[config.mk]
export PLATFORM = sky130hd
export DESIGN_NAME = l1state_array
export DESIGN_NICKNAME = d
export VERILOG_FILES = /design/src/rtl/l1state_array.sv
export SDC_FILE = /design/constraint.sdc
export NUM_CORES = 1
export LEC_CHECK = 0
export ABC_CLOCK_PERIOD_IN_PS = 10800
export BUFFER_PORTS_ARGS = -buffer_cell sky130_fd_sc_hd__buf_4
export CORE_MARGIN = 1.5
export CORE_UTILIZATION = 40
export CTS_CLUSTER_SIZE = 24
export DETAILED_ROUTE_END_ITERATION = 12
export GPL_TIMING_DRIVEN = 0
export PLACE_DENSITY = 0.64
export SYNTH_ARGS = -nofsm -noshare
export SYNTH_HDL_FRONTEND = slang
export SYNTH_SLANG_ARGS = --single-unit
[constraint.sdc]
create_clock -name clk -period 10.8 [get_ports clk]
set_input_delay 1.62 -clock clk [delete_from_list [all_inputs] [get_ports clk]]
set_output_delay 1.62 -clock clk [all_outputs]
set_load 0.05 [all_outputs]
[src/rtl/l1state_array.sv]
// L1 coherence-state array: one read port, masked multi-way write port,
// write-first bypass and a self-timed invalidation sweep.
module l1state_array #(
    parameter int                   NUM_SETS   = 64,
    parameter int                   NUM_WAYS   = 8,
    parameter int                   STATE_W    = 2,
    parameter logic [STATE_W-1:0]   INIT_STATE = '0,
    localparam int                  SET_W      = $clog2(NUM_SETS),
    localparam int                  ROW_W      = NUM_WAYS * STATE_W
) (
    input  logic                clk,
    input  logic                reset_n,
    input  logic                init_req,
    output logic                init_busy,
    input  logic                rd_en_mm1,
    input  logic [SET_W-1:0]    rd_set_mm1,
    input  logic                wr_en_mm1,
    input  logic [SET_W-1:0]    wr_set_mm1,
    input  logic [NUM_WAYS-1:0] wr_way_mask_mm1,
    input  logic [STATE_W-1:0]  wr_state_mm1,
    output logic [ROW_W-1:0]    rd_ways_mm2,
    output logic                rd_valid_mm2
);

    typedef enum logic {SWEEP, IDLE} state_t;

    state_t             state, state_nxt;
    logic [SET_W-1:0]   cnt, cnt_nxt;
    logic [ROW_W-1:0]   mem [NUM_SETS];
    logic [ROW_W-1:0]   rd_row;
    logic               idle, rd_go, wr_go;

    assign idle      = (state == IDLE);
    assign init_busy = ~idle;
    assign rd_go     = rd_en_mm1 & idle;
    assign wr_go     = wr_en_mm1 & idle;

    always_ff @(posedge clk or negedge reset_n) begin
        if (!reset_n) begin
            state <= SWEEP;
            cnt   <= '0;
        end else begin
            state <= state_nxt;
            cnt   <= cnt_nxt;
        end
    end

    always_comb begin
        state_nxt = state;
        cnt_nxt   = cnt;
        unique case (state)
            SWEEP: begin
                cnt_nxt = cnt + 1'b1;
                if (cnt == SET_W'(NUM_SETS - 1)) begin
                    state_nxt = IDLE;
                    cnt_nxt   = '0;
                end
            end
            IDLE: begin
                if (init_req) begin
                    state_nxt = SWEEP;
                    cnt_nxt   = '0;
                end
            end
            default: begin
                state_nxt = SWEEP;
                cnt_nxt   = '0;
            end
        endcase
    end

    // Storage is deliberately unreset; the sweep is its initialiser.
    always_ff @(posedge clk) begin
        if (!idle) begin
            mem[cnt] <= {NUM_WAYS{INIT_STATE}};
        end else if (wr_go) begin
            for (int w = 0; w < NUM_WAYS; w++) begin
                if (wr_way_mask_mm1[w])
                    mem[wr_set_mm1][w*STATE_W +: STATE_W] <= wr_state_mm1;
            end
        end
    end

    // Write-first: merge the same-cycle write into the read row.
    always_comb begin
        rd_row = mem[rd_set_mm1];
        if (wr_go && (wr_set_mm1 == rd_set_mm1)) begin
            for (int w = 0; w < NUM_WAYS; w++) begin
                if (wr_way_mask_mm1[w])
                    rd_row[w*STATE_W +: STATE_W] = wr_state_mm1;
            end
        end
    end

    always_ff @(posedge clk or negedge reset_n) begin
        if (!reset_n) begin
            rd_valid_mm2 <= 1'b0;
            rd_ways_mm2  <= '0;
        end else begin
            rd_valid_mm2 <= rd_go;
            if (rd_go)
                rd_ways_mm2 <= rd_row;
        end
    end

`ifdef ASSERT
    always @(posedge clk) begin
        if (reset_n) begin
            assert (!(init_busy && (rd_en_mm1 || wr_en_mm1)))
                else $error("rd/wr issued while init_busy");
            if (wr_en_mm1)
                assert (wr_way_mask_mm1 != '0)
                    else $warning("write with empty way mask");
        end
    end
`endif

endmodule
==> Yosys cells after proc, flatten, opt, wreduce, memory -nomap -nowiden <==
Memories as Yosys holds them, arrays and structs flattened.
Index checks and enable logic that the tools add are counted.
{ "word_totals": {"register_bits": 24, "ram_bits": 1024, "in_bits": 27, "mem_count": 1} }
{ "mem_list": {"columns": ["memory", "depth", "word_bits", "rd", "rd_ports_with_merged_regs", "write_ports", "line_no", "source"], "rows": [
  ["mem", 64, 16, 1, 0, 1, "29", "logic [ROW_W-1:0] mem [NUM_SETS];"]
]} }
{ "classes": {"addsub": 1, "eq_ne": 3, "muxes": 51, "bitwise_logic": 3, "reduce_logical": 2} }
{ "op_table": {"columns": ["op", "count"], "rows": [
  ["1-bit 2-to-1 mux", 35],
  ["16-bit 2-to-1 mux", 2],
  ["6-bit 2-to-1 mux", 3],
  ["2-bit 2-to-1 mux", 8],
  ["16-bit OR reduction", 1],
  ["6-bit case mux with 2 select lines", 1],
  ["8-bit 2-to-1 mux", 1],
  ["6-bit by 1-bit adder with 6-bit output, second input constant", 1],
  ["6-bit equality test", 1],
  ["6-bit equality test, second input constant", 1],
  ["1-bit bitwise AND", 2],
  ["2-bit inequality test, second input constant", 1],
  ["1-bit case mux with 2 select lines", 1],
  ["1-bit logical AND", 1],
  ["1-bit NOT", 1]
]} }

==> Depth between registers and ports, before layout <==
{ "logic_depth": {"depth_word": 6, "ltp_mapped": 12, "ltp_nobuf": 6} }

==> Worst setup path before layout <==
OpenSTA, ideal clock, no wires.
{ "synth_path": {"path_type": "in2reg", "start": "input wr_way_mask_mm1[2]", "end": "memory mem[0][0] (netlist bit), data pin", "setup_time_ns": 1.546, "arrival_ns": 8.949, "t_required_ns": 9.254, "setup_slack_ns": 0.305, "cell_stages": 5, "n_path_buf": 2, "path_cell_list": "clkbuf_1 -> nor4_1 -> a21oi_2 -> buf_4 -> and2_1"} }
{ "synth_between": {"elab_chain_cells": 6} }
{ "synth_lines": {"columns": ["element", "line_no", "source"], "rows": [
  ["start: declaration", "19", "input logic [NUM_WAYS-1:0] wr_way_mask_mm1,"],
  ["1-bit 2-to-1 mux", "78", "if (wr_way_mask_mm1[w])"],
  ["1-bit 2-to-1 mux", "76", "end else if (wr_go) begin"],
  ["1-bit 2-to-1 mux", "74", "if (!idle) begin"],
  ["1-bit 2-to-1 mux (not written as such)", "79", "mem[wr_set_mm1][w*STATE_W +: STATE_W] <= wr_state_mm1;"],
  ["16-bit OR reduction (no line)", null, null],
  ["16-bit 2-to-1 mux (no line)", null, null],
  ["end: declaration", "29", null]
]} }
Every way passes these cells.

==> Worst setup path after layout <==
{ "layout_path": {"start": "input rd_set_mm1[3]", "end": "register rd_ways_mm2[1]"} }
{ "layout_between": {"elab_chain_cells": 3} }
{ "layout_lines": {"columns": ["element", "line_no", "source"], "rows": [
  ["start: declaration", "16", "input logic [SET_W-1:0] rd_set_mm1,"],
  ["memory 64 x 16 bit / 6-bit equality test (equally long branches)", null, null],
  ["2-bit 2-to-1 mux / 1-bit logical AND (equally long branches)", "89, 87", null],
  ["16-bit 2-to-1 mux *", "87", "if (wr_go && (wr_set_mm1 == rd_set_mm1)) begin"],
  ["end signal: assignment", "102", "rd_ways_mm2 <= rd_row;"],
  ["end: declaration", "21", "output logic [ROW_W-1:0] rd_ways_mm2,"]
]} }
Mark *: on every way between the ends. The rest lies on a longest branch, timed or not.
A chain may end at the register's enable or synchronous reset.

==> flow_metrics.env <==
export IMPL_rrSetupSlack_ns=7.03
export IMPL_reg2reg_depth=6
export IMPL_layout_commonest_cell="edfxtp_1"
export IMPL_gr_usage_all_layers_pct=29.13
export IMPL_critPathArrivalTime_ns=5.82
export IMPL_clk_latency_ns=0.71
export IMPL_io_buffer_count=38
export IMPL_synth_edff_count=1024
export IMPL_htreeDepth=3
export IMPL_hold_slack_ns=0.5497
export IMPL_cts_buffers=105
export IMPL_layout_min_cycle_time_ns=5.206
export IMPL_crit_fanout=10
export IMPL_nFillCells=9252
export IMPL_row_count=120
export IMPL_route_detailed_drc=0
export IMPL_maxCapViolCount=2
export IMPL_synth_flop_cell="edfxtp_1"
export IMPL_grt_start_max_net_pins=103
export IMPL_p_leak_nw=16.98
export IMPL_wl_per_cell_um=38.52
export IMPL_synthesis_area_um2=43330
export IMPL_layout_common_cells="1,024 x edfxtp_1, 568 x nor2_1, 230 x mux4_2, 121 x nand2_1, 107 x clkbuf_16"
export IMPL_period_share_pct=48.20
export IMPL_async_flop_share_pct=2.290
export IMPL_drive_gt1_share_pct=18.95
export IMPL_synth_seq_area_share_pct=72.35
export IMPL_hold_start="rd_ways_mm2[1]$_DFFE_PN0P_"
export IMPL_antenna_found_initial=15
export IMPL_grt_first_pass_wirelength_mm=218.0
export IMPL_vias=26940
export IMPL_hold_path_class="register to register"
export IMPL_r2r_start="idle$_DFF_PN0_"
export IMPL_p_per_area_nw_per_um2=193.8
export IMPL_violations="max-capacitance violations, max-slew violations"
export IMPL_die_y_um=332.1
export IMPL_initial_core_util_pct=40.42
export IMPL_timing_fmax_ghz=0.1921
export IMPL_required_ns=11.42
export IMPL_dpl_cell_count=4007
export IMPL_die_w_um=332.1
export IMPL_cts_num_sinks=1048
export IMPL_drt_iter0_markers=5126
export IMPL_finalClockSkew_ns=0.03728
export IMPL_avgSynthCellArea_um2=16.99
export IMPL_post_layout_nonfiller_instances=4203
export IMPL_yosysWarningCount=0
export IMPL_grt_overflow=0
export IMPL_cts_tree="yes"
export IMPL_die_area_um2=110300
export IMPL_syn_nets=2579
export IMPL_path_class="input port to register"
export IMPL_status="complete, but fails checks"
export IMPL_crit_path_end_kind="register"
export IMPL_reg2reg_to="mem[31][10]$_DFFE_PP_"
export IMPL_root_buffer="clkbuf_16"
export IMPL_maxSlewViolCount=22
export IMPL_postRouteAntennaNets=0
export IMPL_clockBufferDepth=3
export IMPL_vias_per_cell=6.410
export IMPL_pin_count=45
export IMPL_maxSlewHeadroom_pct=-1.752
export IMPL_synthDistinctLibCells=65
export IMPL_synth_cells=2551
export IMPL_area_growth_pct=13.28
export IMPL_fin_nets=2740
export IMPL_hold_path_cell_count=2
export IMPL_grt_pass1_vias=26040
export IMPL_grt_setup_unrepaired="false"
export IMPL_start_kind="input port"
export IMPL_finalHoldViolCount=0
export IMPL_postCtsSetupRepairBufs=0
export IMPL_dp_hpwl_mm=111.3
export IMPL_ir_worst_vdd_mv=0.1457
export IMPL_total_power_mw=9.512
export IMPL_worstMarginPinSlew_ns=1.526
export IMPL_setup_viol=0
export IMPL_coreArea_um2=107200
export IMPL_hold_buffers=0
export IMPL_stdcell_area_um2=49090
export IMPL_ys_seq_elements=1048
export IMPL_whs_endpoint="rd_ways_mm2[1]$_DFFE_PN0P_"
export IMPL_dpl_cell_area_um2=45770
export IMPL_post_cts_resize_count=0
export IMPL_place_congestion=1.059
export IMPL_firstDrtPassIters=6
export IMPL_clk_pin_slew_ns=0.06
export IMPL_wirelength_mm=161.9
export IMPL_setup_tns_ns=0
-- power breakdown --
part / internal (mW) / total, mW / leakage [nW] / switching (mW)
logic: 0.310 / 1.19 / 5.61 / 0.878
clock network: 1.97 / 3.55 / 1.60 / 1.58
registers: 4.68 / 4.77 / 9.77 / 0.0989
total: 6.95 / 9.51 / 17.0 / 2.56
-- sequential cells by signal, indices dropped and copies added, names as in the netlist --
| name | cells |
|---|---|
| rd_valid_mm2 | 1 |
| mem | 1024 |
| cnt | 6 |
| idle | 1 |
| rd_ways_mm2 | 16 |
-- kinds of logic after synthesis --
| kind of cell | Yosys count | synth area share (%) |
|---|---|---|
| AND/OR/NAND/NOR | 825 | 7.891 |
| AO/OA/AOI/OAI | 193 | 3.037 |
| flip-flops | 1048 | 72.35 |
| buffers and inverters | 157 | 1.958 |
| XOR/XNOR | 7 | 0.1415 |
| adder cells (fa/ha/maj) | 1 | 0.02887 |
| multiplexers | 320 | 14.60 |
-- cells in the mapped netlist, drive strengths merged (3+ instances only) --
cell type	count	area share [%]
edfxtp	1024	71
nor2	570	4.9
mux4	244	13
nand2	121	1.0
clkbuf	79	0.68
buf	73	1.2
mux2i	62	1.4
a21oi	41	0.48
a22oi	39	0.68
o21ai	29	0.33
nand3	28	0.32
nor2b	27	0.39
dfrtp	24	1.4
nor3	17	0.20
a211oi	14	0.24
mux2	14	0.36
nand4	14	0.20
a22o	13	0.26
a31oi	11	0.16
o22ai	10	0.14
and2	8	0.12
nor3b	7	0.12
nor4	7	0.10
a21boi	6	0.10
nand4b	6	0.12
o2111ai	5	0.10
inv	4	0.035
nand2b	4	0.058
nand3b	4	0.069
xor2	4	0.081
a2111oi	3	0.075
a311oi	3	0.061
and3	3	0.043
or3	3	0.043
xnor2	3	0.061
-- metrics by stage --
stage,utilization (%),setup WS [ns]
floorplan,-,0.3054
global placement,42.33,-6.165
detailed placement,42.70,5.147
CTS,45.76,5.840
global route,45.78,5.815
finish,45.79,5.594
-- worst max-delay path, stage by stage --
cell	delay [ns]
buf_4	0.23
buf_4	0.30
clkbuf_1	1.01
clkbuf_1	0.83
nor3_1	0.11
a2111oi_0	1.03
o21ai_0	0.45
nand4_1	0.21
-- how the worst max path moves through the flow --
stage                                       endpoint  slack, ns                from
final                     rd_ways_mm2[1]$_DFFE_PN0P_       5.59       rd_set_mm1[3]
after global routing      rd_ways_mm2[6]$_DFFE_PN0P_       5.81       rd_set_mm1[2]
after CTS                 rd_ways_mm2[6]$_DFFE_PN0P_       5.84       rd_set_mm1[2]
after detailed placement  rd_ways_mm2[6]$_DFFE_PN0P_       5.15       rd_set_mm1[2]
after global placement          mem[12][9]$_DFFE_PP_      -6.17  wr_way_mask_mm1[2]
after floorplan                  mem[0][0]$_DFFE_PP_       0.31  wr_way_mask_mm1[2]
-- routing by layer --
layer / wire, um / up-vias / part of all wire (%) / global-route usage [%]
li1: - / 10320 / - / -
met3: 22230 / 404 / 14 / 8.845
met5: 69 / - / 0.043 / 0
met1: 60740 / 13990 / 38 / 39.93
met4: 8557 / 10 / 5.3 / 13.04
met2: 70290 / 2220 / 43 / 42.86
-- final cells by class --
| cell class | instances | area [um^2] | area share (%) |
|---|---|---|---|
| flip-flops and latches | 1048 | 31350 | 63.87 |
| multi-input cells | 1346 | 11190 | 22.79 |
| clock buffers | 138 | 2834 | 5.773 |
| well taps | 1403 | 1755 | 3.576 |
| plain buffers | 153 | 837.1 | 1.705 |
| repair buffers | 54 | 655.6 | 1.336 |
| clock inverters | 54 | 446.7 | 0.9100 |
| inverters | 4 | 15.01 | 0.03059 |
| diodes | 3 | 7.507 | 0.01529 |
(Power assumes the default switching activity.)
